File: src/rtl/prod_accum_pkg.sv
// Shared types and defaults for the product accumulator.
// Optional saturation is selected with the PROD_ACCUM_SAT_EN macro.
package prod_accum_pkg;
  typedef enum logic [1:0] {IDLE = 2'd0, ACC = 2'd1, DONE = 2'd2} state_t;
  localparam int CNT_W       = 8;
  localparam int N_TERMS_DEF = 4;
  localparam int SUM_W_DEF   = 20;
endpackage

File: src/rtl/prod_accum_add.sv
// Registered accumulator: clear, or add a 16-bit unsigned term when enabled.
// PROD_ACCUM_SAT_EN selects a saturating add with a sticky overflow flag.
module prod_accum_add
  import prod_accum_pkg::*;
#(
  parameter int SUM_W = SUM_W_DEF
) (
  input  logic             clk,
  input  logic             rst,
  input  logic             clr,
  input  logic             en,
  input  logic [15:0]      din,
  output logic [SUM_W-1:0] acc_o
`ifdef PROD_ACCUM_SAT_EN
  ,
  output logic             ovf_o
`endif
);
  logic [SUM_W-1:0] acc_q, acc_d;

`ifdef PROD_ACCUM_SAT_EN
  logic             ovf_q, ovf_d;
  logic [SUM_W:0]   sum_w;

  // One extra bit catches the carry that triggers saturation.
  assign sum_w = {1'b0, acc_q} + (SUM_W+1)'(din);

  always_comb begin
    acc_d = acc_q;
    ovf_d = ovf_q;
    if (clr) begin
      acc_d = '0;
      ovf_d = 1'b0;
    end else if (en) begin
      if (sum_w[SUM_W]) begin
        acc_d = '1;
        ovf_d = 1'b1;
      end else begin
        acc_d = sum_w[SUM_W-1:0];
      end
    end
  end

  always_ff @(posedge clk or posedge rst) begin
    if (rst) ovf_q <= 1'b0;
    else     ovf_q <= ovf_d;
  end

  assign ovf_o = ovf_q;
`else
  logic [SUM_W-1:0] sum_w;

  assign sum_w = acc_q + SUM_W'(din);

  always_comb begin
    acc_d = acc_q;
    if (clr)     acc_d = '0;
    else if (en) acc_d = sum_w;
  end
`endif

  always_ff @(posedge clk or posedge rst) begin
    if (rst) acc_q <= '0;
    else     acc_q <= acc_d;
  end

  assign acc_o = acc_q;
endmodule

File: src/rtl/prod_accum.sv
// Drains N_TERMS products from the multiply FIFO, sums them and offers the sum on valid/ready.
// Build with PROD_ACCUM_SAT_EN for a saturating sum and the OVF port.
module prod_accum
  import prod_accum_pkg::*;
#(
  parameter int N_TERMS = N_TERMS_DEF,
  parameter int SUM_W   = SUM_W_DEF
) (
  input  logic             CLK,
  input  logic             RST,
  input  logic             ENABLE,
  input  logic [15:0]      DIN,
  input  logic             EMPTY,
  input  logic             VALID,
  output logic             RD,
  output logic [SUM_W-1:0] SUM,
  output logic             SUM_VALID,
  input  logic             SUM_READY,
  output logic [CNT_W-1:0] BLK_CNT
`ifdef PROD_ACCUM_SAT_EN
  ,
  output logic             OVF
`endif
);
  localparam logic [CNT_W-1:0] NT = CNT_W'(N_TERMS);

  state_t           state_q, state_d;
  logic [CNT_W-1:0] issued_q, issued_d, recv_q, recv_d, blk_q, blk_d;
  logic [SUM_W-1:0] hold_q, hold_d, acc;
  logic             take, accept;

  assign RD     = (state_q == ACC) & ENABLE & ~EMPTY & (issued_q < NT);
  // Only data we actually asked for counts; strays after a reset fall out here.
  assign take   = (state_q == ACC) & VALID & (recv_q < issued_q);
  assign accept = (state_q == DONE) & SUM_READY;

  always_comb begin
    state_d  = state_q;
    issued_d = issued_q + CNT_W'(RD);
    recv_d   = recv_q + CNT_W'(take);
    blk_d    = blk_q;
    hold_d   = hold_q;
    case (state_q)
      IDLE:    if (ENABLE) state_d = ACC;
      ACC:     if (take && recv_q == NT - 1'b1) state_d = DONE;
      DONE:    if (accept) state_d = ACC;
      default: state_d = IDLE;
    endcase
    if (accept) begin
      issued_d = '0;
      recv_d   = '0;
      blk_d    = blk_q + 1'b1;
      hold_d   = acc;
    end
  end

  always_ff @(posedge CLK or posedge RST) begin
    if (RST) begin
      state_q  <= IDLE;
      issued_q <= '0;
      recv_q   <= '0;
      blk_q    <= '0;
      hold_q   <= '0;
    end else begin
      state_q  <= state_d;
      issued_q <= issued_d;
      recv_q   <= recv_d;
      blk_q    <= blk_d;
      hold_q   <= hold_d;
    end
  end

  prod_accum_add #(.SUM_W(SUM_W)) u_add (
    .clk   (CLK),
    .rst   (RST),
    .clr   (accept),
    .en    (take),
    .din   (DIN),
    .acc_o (acc)
`ifdef PROD_ACCUM_SAT_EN
    ,
    .ovf_o (OVF)
`endif
  );

  assign SUM       = (state_q == DONE) ? acc : hold_q;
  assign SUM_VALID = (state_q == DONE);
  assign BLK_CNT   = blk_q;
endmodule
File: config.mk
export PLATFORM = sky130hd
export DESIGN_NAME = prod_accum
export DESIGN_NICKNAME = d
export VERILOG_FILES = /design/src/rtl/prod_accum_pkg.sv /design/src/rtl/prod_accum_add.sv /design/src/rtl/prod_accum.sv
export SDC_FILE = /design/constraint.sdc
export NUM_CORES = 1
export LEC_CHECK = 0
export BUFFER_PORTS_ARGS = -buffer_cell sky130_fd_sc_hd__buf_2
export CAP_MARGIN = 30
export CORE_MARGIN = 3
export CORE_UTILIZATION = 60
export CTS_CLUSTER_DIAMETER = 150
export DETAILED_ROUTE_END_ITERATION = 7
export PLACE_DENSITY = 0.83
export SLEW_MARGIN = 20
export SYNTH_ARGS = -nofsm -noshare
export SYNTH_HDL_FRONTEND = slang
export SYNTH_HIERARCHICAL = 1
export SYNTH_SLANG_ARGS = --single-unit
File: constraint.sdc
create_clock -name CLK -period 6.9 [get_ports CLK]
set_clock_uncertainty 0.15 [all_clocks]
set_input_delay 0.345 -clock CLK [delete_from_list [all_inputs] [get_ports CLK]]
set_output_delay 0.345 -clock CLK [all_outputs]
set_load 0.02 [all_outputs]
==> qor.txt, run 1 <==
Residual DRC count - 0
Antenna fix cells - 0
Post-synth EDFFs - 0
Reg-to-reg setup timing slack - 4.04 ns
Filler cell count in the final layout - 490
Proportion of synthesized area in mux cells - 0.07591
Longest Clk Path Bufs - 2
CTS-repair resized insts - 0
Warning count from the yosys run - 6
Buffering stage count on the worst path with inverters included - 2
Most common cell in the netlist - sky130_fd_sc_hd__nand2_1
Row cnt - 29
Top cell types by occurrence after synthesis - sky130_fd_sc_hd__nand2_1 (76), sky130_fd_sc_hd__dfrtp_1 (66), sky130_fd_sc_hd__nor2_1 (36), sky130_fd_sc_hd__ha_1 (28), sky130_fd_sc_hd__nand3_1 (22)
Pins Over Slew Limit - 0
CP top delay family - adder cells
Min Clock Period, post-route - 2.865 ns
Via count - 3420
Number of levels the H-tree was split into - 3
Worst path most repeated cell - sky130_fd_sc_hd__ha_1
Synth Instances - 438
Placeable core region - 6495 um2
Worst-path clk slew - 0.07 ns
Count of hold-fix buffers inserted at cts - 0
Layout-stage area growth over the synthesis result - 12.44%
Pwr/cell area - 417.8 nW/um2
Final period util - 0.4152
Mean cell area of the mapped netlist - 9.370 um2
Kind of start point of the critical path - register
DRT iter0 DRCs - 253
Main combinational cell family by area after synthesis - simple AND/OR/NAND/NOR gates
Placer's final routability congestion estimate - 0.9086
Sink Count - 66
Buffers added on ports - 51
Maximum frequency from static timing analysis - 0.3491 GHz
Cell taking the most area after synthesis - sky130_fd_sc_hd__dfrtp_1
Global-route wire length before repair - 15560 um
Setup violators final - 0
Hold WC Path Type - input pin to register
Largest net degree at the start of global routing - 71
Longest individual stage delay on the worst path - 0.43 ns
Fraction of the mapped netlist area in compound gates - 0.1280
Via count of the first global-routing pass - 3235
Insertion delay to the later sink of the worst-skew pair - 0.33 ns
RSZ-0062 raised after global routing - no
GRT Residual Overflow - 0
Simple logic cell fraction of the synthesized area - 0.2091
I/O pins - 52
Pre-Repair DR Iteration Count - 5
Total negative setup slack - 0 ns
Nets - 537
Worst setup EP type - register
Crit path max-delay cell type - sky130_fd_sc_hd__dfrtp_1
Post-synthesis share of cell area spent on full adders, half adders and majority gates - 0.09024
Part of the Yosys area used for sequential elements - 0.4024
Number of distinct library cell variants in the gate-level netlist after synthesis - 66
Top cells by area, synth - sky130_fd_sc_hd__dfrtp_1 (40%), sky130_fd_sc_hd__ha_1 (8.5%), sky130_fd_sc_hd__nand2_1 (7.0%)
Via-to-Cell Ratio - 6.021
Run status - finished, final reports clean
Total setup buffers inserted after CTS - 0
Worst max-slew margin expressed relative to the limit - 0.4351
Routed WL - 9246 um
Critical Path, Cell by Cell - inv_1 -> ha_1 -> a211o_1 -> a31oi_1 -> o311a_1 -> buf_4 -> ha_1 -> ha_1 -> nand3_1 -> xor2_1 -> nor2_1
Synthesized flop and latch total - 66
Clock Root Buffer - sky130_fd_sc_hd__clkbuf_8
Largest voltage drop on the vdd net - 226.3 uV
Number of routed nets with antenna violations - 0
Clock tree from TritonCTS - built
Hold Vio Cnt, Final - 0
Transition at the pin with the smallest max-transition slack - 0.8464 ns
Net count of the mapped netlist - 489
Vert. Die Dim - 88.71 um
Post-Synth XOR/XNOR Area - 0.05549
Per-cell routed wire length - 16.28 um
Max-cap violations - 0
CP Max Fanout - 28
Number of antenna violations at the first check in global routing - 0
Cell area after synthesis - 4104 um2
Post-synth top area share - 0.4024
Kind of critical path - register to register
Die width - 88.71 um
Post-route total power - 1928 uW
Clock buffers created by TritonCTS - 9
Global routing usage summed across all routing layers - 0.2534
Share of synthesized registers carrying an async set or reset - 1.000
Area of the die - 7869 um2
Fraction of final layout cells sized beyond drive strength 1 - 0.2098
Arrival time of the worst setup path - 2.91 ns
Dominant synthesized flop cell - sky130_fd_sc_hd__dfrtp_1
Initial Utilization - 0.6319
Critical Path RT - 6.94 ns
Estimated wirelength of the detail-placed design - 6429 um
Leak - 0.002420 uW
[where the power goes]
group	switching (uW)	internal [uW]	total, uW
combinational	525	405	930
sequential	145	528	673
clock	148	177	325
total	818	1110	1930
[per-layer routing]
layer / wire length (um) / up-vias / track usage
li1: - / 1641 / -
met1: 4210 / 1665 / 0.3531
met2: 4463 / 99 / 0.4055
met3: 462 / 15 / 0.03259
met4: 110 / 0 / 0.09203
met5: 0 / - / 0
[worst reg2reg max path: cells and delay by family (launching register included)]
| kind | cells | cell delay [ns] |
|---|---|---|
| adders and majority gates | 3 | 0.86 |
| AOI/OAI and AO/OA | 3 | 0.61 |
| DFF | 1 | 0.43 |
| buffers and inverters | 2 | 0.37 |
| and+or+nand+nor | 2 | 0.15 |
| xor gates and xnor gates | 1 | 0.14 |
[state kept, by name, summed over array words and instances, names as in the netlist]
name and flops:
BLK_CNT 8, hold_q 20, issued_q 8, recv_q 8, state_q 2, u_add/acc_o 20
[cells by family after synthesis]
family / after synthesis
mux: 28
simple gates: 181
flops: 66
buf+inv: 37
compound gates: 71
xor+xnor: 26
fa+ha+maj: 29
[layout by cell type, fill, tap and decap left out, drive strengths merged, types with 3 or more instances in the layout]
| cell | instances |
|---|---|
| and3 | 8 |
| nand2b | 6 |
| xor2 | 10 |
| inv | 19 |
| a22oi | 3 |
| nor2b | 5 |
| dfrtp | 66 |
| nand3 | 22 |
| a21oi | 18 |
| buf | 54 |
| xnor2 | 16 |
| nor2 | 36 |
| a31oi | 3 |
| o21ai | 8 |
| nor3b | 3 |
| nor4 | 3 |
| nand4 | 6 |
| clkbuf | 12 |
| a211oi | 5 |
| mux2 | 22 |
| o21bai | 4 |
| ha | 28 |
| or3 | 4 |
| mux2i | 6 |
| a21o | 7 |
| nand2 | 77 |
[worst paths after layout]
kind	startpoint	end	cells after the start
setup / recovery	issued_q[2]	recv_q[4]	11
hold / removal	SUM_READY	state_q[1]	3
setup reg to reg	issued_q[2]	recv_q[4]	11
hold reg to reg	hold_q[13]	hold_q[13]	2
max in group asynchronous	RST	u_add/acc_o[10]	3
min in group asynchronous	RST	hold_q[5]	3
[metrics by stage]
stage / area [um2] / cells / setup slack, ns / util / hold WS [ns]
finish: 4614 / 568 / 4.035 / 0.7105 / 0.2236
global route: 4614 / 568 / 3.845 / 0.7105 / 0.2174
CTS: 4584 / 566 / 4.044 / 0.7058 / 0.05157
detailed placement: 4388 / 550 / 4.076 / 0.6756 / 0.3085
global placement: 4388 / 550 / 4.210 / 0.6756 / 0.3035
floorplan: 4104 / 438 / 4.219 / - / 0.1588
[area by class of cell]
class | instances | area (um2) | share of cell area
Sequential cell | 66 | 1652 | 0.3579
Timing Repair Buffer | 55 | 300.3 | 0.06508
Inverter | 19 | 73.82 | 0.01600
Clock inverter | 4 | 51.30 | 0.01112
Tap cell | 77 | 96.34 | 0.02088
Clock buffer | 12 | 145.1 | 0.03145
Multi-Input combinational cell | 335 | 2296 | 0.4976
Note: power is estimated with default switching activity, not from simulation.
==> inputs of run 2 (changes only) <==
--- a/config.mk
+++ b/config.mk
@@ -8,10 +8,10 @@
 export BUFFER_PORTS_ARGS = -buffer_cell sky130_fd_sc_hd__buf_2
 export CAP_MARGIN = 30
 export CORE_MARGIN = 3
-export CORE_UTILIZATION = 60
+export CORE_UTILIZATION = 53
 export CTS_CLUSTER_DIAMETER = 150
 export DETAILED_ROUTE_END_ITERATION = 7
-export PLACE_DENSITY = 0.83
+export PLACE_DENSITY = 0.78
 export SLEW_MARGIN = 20
 export SYNTH_ARGS = -nofsm -noshare
 export SYNTH_HDL_FRONTEND = slang
==> constraint.sdc (replaced) <==
create_clock -name CLK -period 2.55 [get_ports CLK]
set_clock_uncertainty 0.15 [all_clocks]
set_input_delay 0.1275 -clock CLK [delete_from_list [all_inputs] [get_ports CLK]]
set_output_delay 0.1275 -clock CLK [all_outputs]
set_load 0.02 [all_outputs]
==> run 2 against run 1 <==
  * Worst hold slack worse by 0.20 ns
  * Non-clock buffer count up 17
  * Critical path type unchanged
  * Count of clock-buffer cells in the layout down 2
  * Largest power group unchanged
==> qor.txt, run 2 (synthesis gave the netlist of run 1 again) <==
Via count of the first global-routing pass - 3367
Leak - 0.002499 uW
Maximum frequency from static timing analysis - 0.3974 GHz
Origin of the worst setup path - u_add/acc_o[0]
Insertion delay to the later sink of the worst-skew pair - 0.34 ns
Top library cells by usage in the layout, fill and taps aside - sky130_fd_sc_hd__nand2_1 (76), sky130_fd_sc_hd__dfrtp_1 (66), sky130_fd_sc_hd__buf_2 (51)
Initial Utilization - 0.5569
Hold Vio Cnt, Final - 0
Longest Clk Path Bufs - 2
Final period util - 0.9867
Clock Root Buffer - sky130_fd_sc_hd__clkbuf_8
I/O pins - 52
Largest net degree at the start of global routing - 33
Area of the die - 8835 um2
Number of antenna violations at the first check in global routing - 0
Setup violators final - 0
Number of cells on the critical path - 9
Number of levels the H-tree was split into - 3
Arrival time of the worst setup path - 2.59 ns
Post-Place Cells - 587
Via count - 3449
Antenna fix cells - 0
Kind of start point of the critical path - register
Kind of critical path - register to register
Worst setup EP type - register
Reg-to-reg setup timing slack - 0.03 ns
Longest individual stage delay on the worst path - 0.39 ns
Filler cell count in the final layout - 609
Fraction of final layout cells sized beyond drive strength 1 - 0.2525
DRT iter0 DRCs - 171
Run status - finished, final reports clean
Global-route wire length before repair - 15750 um
Worst slack on hold paths - 0.02057 ns
Timing endpoint of the critical path - u_add/acc_o[16]
Layout Cells excl Fill - 606
Buffering stage count on the worst path with inverters included - 1
Depth of the most critical reg-to-reg path - 9
Placeable core region - 7370 um2
RSZ-0062 raised after global routing - yes
Number of routed nets with antenna violations - 0
Total negative setup slack - 0 ns
Post-route total power - 5346 uW
Met2 Usage GRT - 0.3696
Via-to-Cell Ratio - 5.691
Residual DRC count - 0
Global routing usage summed across all routing layers - 0.2264
Buffers added on ports - 51
Min Clock Period, post-route - 2.516 ns
Vert. Die Dim - 94.00 um
Crit path max-delay cell type - sky130_fd_sc_hd__dfrtp_1
Pwr/cell area - 1117 nW/um2
Critical Path, Cell by Cell - ha_1 -> fa_2 -> a21o_1 -> a221oi_2 -> buf_4 -> o31ai_2 -> o21ai_2 -> a211oi_2 -> mux2_4
Clock tree from TritonCTS - built
Most utilized layer in the global route result - met2
Estimated wirelength of the detail-placed design - 6824 um
Pins Over Slew Limit - 0
CP top delay family - compound AO/OA/AOI/OAI gates
Worst max-slew margin expressed relative to the limit - 0.4450
Pre-Repair DR Iteration Count - 7
Routed WL - 9436 um
Per-cell routed wire length - 15.57 um
Largest voltage drop on the vdd net - 645.6 uV
Startpoint of the worst-slack reg-to-reg timing path - u_add/acc_o[0]
Row cnt - 31
Placer's final routability congestion estimate - 0.9119
Die width - 94.00 um
Critical Path RT - 2.62 ns
Leading cell type in the layout, fill and taps excluded - sky130_fd_sc_hd__nand2_1
Sink Count - 66
Global Route met1 Usage - 0.3079
Layout-stage area growth over the synthesis result - 16.65%
M3 GR Usage - 0.04407
Clock buffers created by TritonCTS - 9
Transition at the pin with the smallest max-transition slack - 0.8317 ns
GRT Residual Overflow - 0
Max-cap violations - 0
Worst-path clk slew - 0.08 ns
Hold WC Path Type - input pin to register
Nets - 554
RR Endpoint - u_add/acc_o[16]
CP Max Fanout - 3
run 2: cell types whose count changed in the layout (fill, tap and decap cells not counted), sizes merged:
cell / delta
buf: +16
clkbuf: -2
clkinvlp: +1
dlygate4sd3: +1
run 2: power by group:
group          internal [uW]  switching (uW)  total [uW]
logic                   1210            1450        2660
clock network            469             400         869
registers               1430             386        1810
total                   3110            2240        5350
run 2: metal layers:
layer  part of all wire  wire length, um
met1               0.46             4342
met5                  0                0
met4              0.012              117
met2               0.49             4612
met3              0.039              364
run 2: what timing repair did:
| action | in CTS | in global routing |
|---|---|---|
| setup buffers | 1 | 1 |
| gates resized for setup | 1 | 7 |
| endpoints found under the setup margin | 2 | 11 |
| hold buffers | 2 | 0 |
| pin swaps | 1 | 4 |
| hold endpoints to repair | 51 | 0 |
run 2: layout make-up:
| cell class | instances | area [um2] | share of cell area |
|---|---|---|---|
| multi-input cells | 335 | 2327 | 0.4861 |
| flip-flops and latches | 66 | 1652 | 0.3450 |
| repair buffers | 72 | 417.9 | 0.08730 |
| clock buffers | 10 | 137.6 | 0.02875 |
| well taps | 99 | 123.9 | 0.02588 |
| inverters | 19 | 73.82 | 0.01542 |
| clock inverters | 5 | 55.05 | 0.01150 |
run 2: how the worst min path moves through the flow:
stage,from,to,cells past startpoint
2_1_floorplan,RST,u_add/acc_o[0],1
3_3_place_gp,RST,hold_q[4],2
3_5_place_dp,RST,hold_q[4],2
4_1_cts,ENABLE,state_q[0],3
5_1_grt,DIN[0],u_add/acc_o[0],4
6_report,ENABLE,state_q[0],3
run 2: worst min-delay path: cells and delay by family:
| family | cells | cell delay, ns |
|---|---|---|
| AO/OA/AOI/OAI | 2 | 0.23 |
| buffers and inverters | 1 | 0.10 |
run 2: stage by stage:
step                setup slack, ns    util  cell area, um2
global route               -0.09799  0.6496            4787
detailed placement         0.008429  0.6153            4534
CTS                         0.02077  0.6455            4757
global placement            0.08958  0.6153            4534
floorplan                   0.05619       -            4113
finish                      0.03387  0.6496            4787
==> inputs of run 3 (changes only) <==
--- a/config.mk
+++ b/config.mk
@@ -7,6 +7,7 @@
 export LEC_CHECK = 0
 export BUFFER_PORTS_ARGS = -buffer_cell sky130_fd_sc_hd__buf_2
 export CAP_MARGIN = 30
+export CORE_ASPECT_RATIO = 0.75
 export CORE_MARGIN = 3
 export CORE_UTILIZATION = 53
 export CTS_CLUSTER_DIAMETER = 150
==> run 3 against run 2 <==
  * Largest cell class unchanged
  * Sequential power about the same
  * Non-clock buffer count up 9
  * Setup slack gained 0.032 ns
  * Highest routed layer unchanged
  * Via count is 1.4% higher
  * Maximum frequency up 1.3%
  * Clock power is 9.4% higher
==> qor.txt, run 3 (synthesis gave the netlist of run 1 again) <==
Run status - finished, final reports clean
Sequential cell fraction of total power - 0.316
Row cnt - 27
Leak - 0.002560 uW
Min Clock Period, post-route - 2.485 ns
Longest individual stage delay on the worst path - 0.39 ns
Placeable core region - 7432 um2
Number of routed nets with antenna violations - 0
Number of levels the H-tree was split into - 3
Clock Root Buffer - sky130_fd_sc_hd__clkbuf_8
Combinational power share - 0.517
Fin util - 0.6714
Per-cell routed wire length - 16.33 um
Setup violators final - 0
Residual DRC count - 0
Switching power - 2334 uW
Longest Clk Path Bufs - 2
Total negative setup slack - 0 ns
Share of total power in the clock network - 0.167
Pins Over Slew Limit - 0
Hold WC Path Type - input pin to register
Via-to-Cell Ratio - 5.677
CP top delay family - compound AO/OA/AOI/OAI gates
Maximum frequency from static timing analysis - 0.4025 GHz
Global routing usage summed across all routing layers - 0.2267
Number of antenna violations at the first check in global routing - 0
Critical Path, Cell by Cell - ha_2 -> fa_2 -> a21o_1 -> a221oi_2 -> buf_4 -> o31ai_4 -> o21ai_2 -> a211oi_2 -> mux2_4
Estimated wirelength of the detail-placed design - 6910 um
P_int - 3371 uW
Worst setup EP type - register
DRT iter0 DRCs - 166
Worst slack on hold paths - 0.06173 ns
Worst slack, placed - 0.006637 ns
Area of the die - 8846 um2
Pwr/cell area - 1143 nW/um2
Max-cap violations - 0
Final critical-path setup slack - 0.06550 ns
GRT Residual Overflow - 0
Routed WL - 10060 um
Fraction of power spent switching nets - 0.4091
Transition at the pin with the smallest max-transition slack - 0.8687 ns
Antenna fix cells - 0
Final period util - 0.9743
Clock tree from TritonCTS - built
Post-route total power - 5705 uW
Sink Count - 66
Worst max-slew margin expressed relative to the limit - 0.4202
Via count of the first global-routing pass - 3309
Kind of critical path - register to register
Pre-Repair DR Iteration Count - 5
Fraction of final layout cells sized beyond drive strength 1 - 0.2796
Vert. Die Dim - 82.21 um
Largest net degree at the start of global routing - 47
Global-route wire length before repair - 15710 um
Insertion delay to the later sink of the worst-skew pair - 0.34 ns
CP Max Fanout - 3
I/O pins - 52
Layout-stage area growth over the synthesis result - 21.59%
Die width - 107.6 um
Top library cells by usage in the layout, fill and taps aside - sky130_fd_sc_hd__nand2_1 (76), sky130_fd_sc_hd__dfrtp_1 (65), sky130_fd_sc_hd__buf_2 (51)
Clock buffers created by TritonCTS - 9
Buffering stage count on the worst path with inverters included - 1
Nets - 563
Leading cell type in the layout, fill and taps excluded - sky130_fd_sc_hd__nand2_1
Worst-path clk slew - 0.08 ns
Critical Path RT - 2.64 ns
Crit path max-delay cell type - sky130_fd_sc_hd__dfrtp_1
Hold Vio Cnt, Final - 0
Largest voltage drop on the vdd net - 647.4 uV
Kind of start point of the critical path - register
Arrival time of the worst setup path - 2.57 ns
Placer's final routability congestion estimate - 0.9003
Initial Utilization - 0.5522
Reg-to-reg setup timing slack - 0.07 ns
Buffers added on ports - 51
Via count - 3497
==> run 3: timing repair <==
action,4_1_cts,5_1_grt
setup buffers,1,9
setup endpoints to repair,1,12
pin swaps,1,10
gates resized for setup,1,27
hold buffers,3,0
endpoints found under the hold margin,68,0
cloned,0,0
==> run 3: layer usage <==
layer  track usage  up-vias  routed length [um]
met5             0        -                   0
met4       0.06936        0                 154
li1              -     1684                   -
met2        0.3728      110                4646
met3       0.05051       14                 531
met1        0.3031     1689                4726
==> run 3: path summary, 6_finish.rpt <==
| path | start | cells past startpoint | endpoint |
|---|---|---|---|
| worst max-delay path | u_add/acc_o[0] | 9 | u_add/acc_o[16] |
| min in group asynchronous | RST | 3 | issued_q[3] |
| max in group asynchronous | RST | 3 | u_add/acc_o[15] |
| worst min register to register | hold_q[4] | 2 | hold_q[4] |
| worst min-delay path | DIN[0] | 4 | u_add/acc_o[0] |
| worst max register to register | u_add/acc_o[0] | 9 | u_add/acc_o[16] |
==> run 3: final cells by class <==
| cell class | instances | area, um2 |
|---|---|---|
| inverters | 19 | 73.82 |
| well taps | 101 | 126.4 |
| repair buffers | 81 | 508.0 |
| flip-flops and latches | 66 | 1653 |
| multi-input cells | 335 | 2422 |
| clock buffers | 11 | 141.4 |
| clock inverters | 3 | 65.06 |
| fillers | 592 | 2442 |
==> run 3: worst reg2reg max path: stages (launching register included) <==
cell and delay (ns):
sky130_fd_sc_hd__dfrtp_1 0.39, sky130_fd_sc_hd__ha_2 0.19, sky130_fd_sc_hd__fa_2 0.34, sky130_fd_sc_hd__a21o_1 0.19
sky130_fd_sc_hd__a221oi_2 0.26, sky130_fd_sc_hd__buf_4 0.19, sky130_fd_sc_hd__o31ai_4 0.09, sky130_fd_sc_hd__o21ai_2 0.19
sky130_fd_sc_hd__a211oi_2 0.10, sky130_fd_sc_hd__mux2_4 0.30
==> run 3: through the flow <==
stage,std cells,instance area (um2)
final,616,4990
after global routing,616,4990
after CTS,607,4783
after detailed placement,589,4537
after global placement,589,4537
after floorplan,438,4113
==> run 3: power by group through the flow <==
stage / clock [uW] / combinational (uW) / sequential, uW
after floorplan: 0 / 1960 / 1700
after global placement: 0 / 2540 / 1770
after detailed placement: 0 / 2620 / 1790
after CTS: 971 / 2670 / 1780
after global routing: 1020 / 3230 / 1860
final: 951 / 2950 / 1800
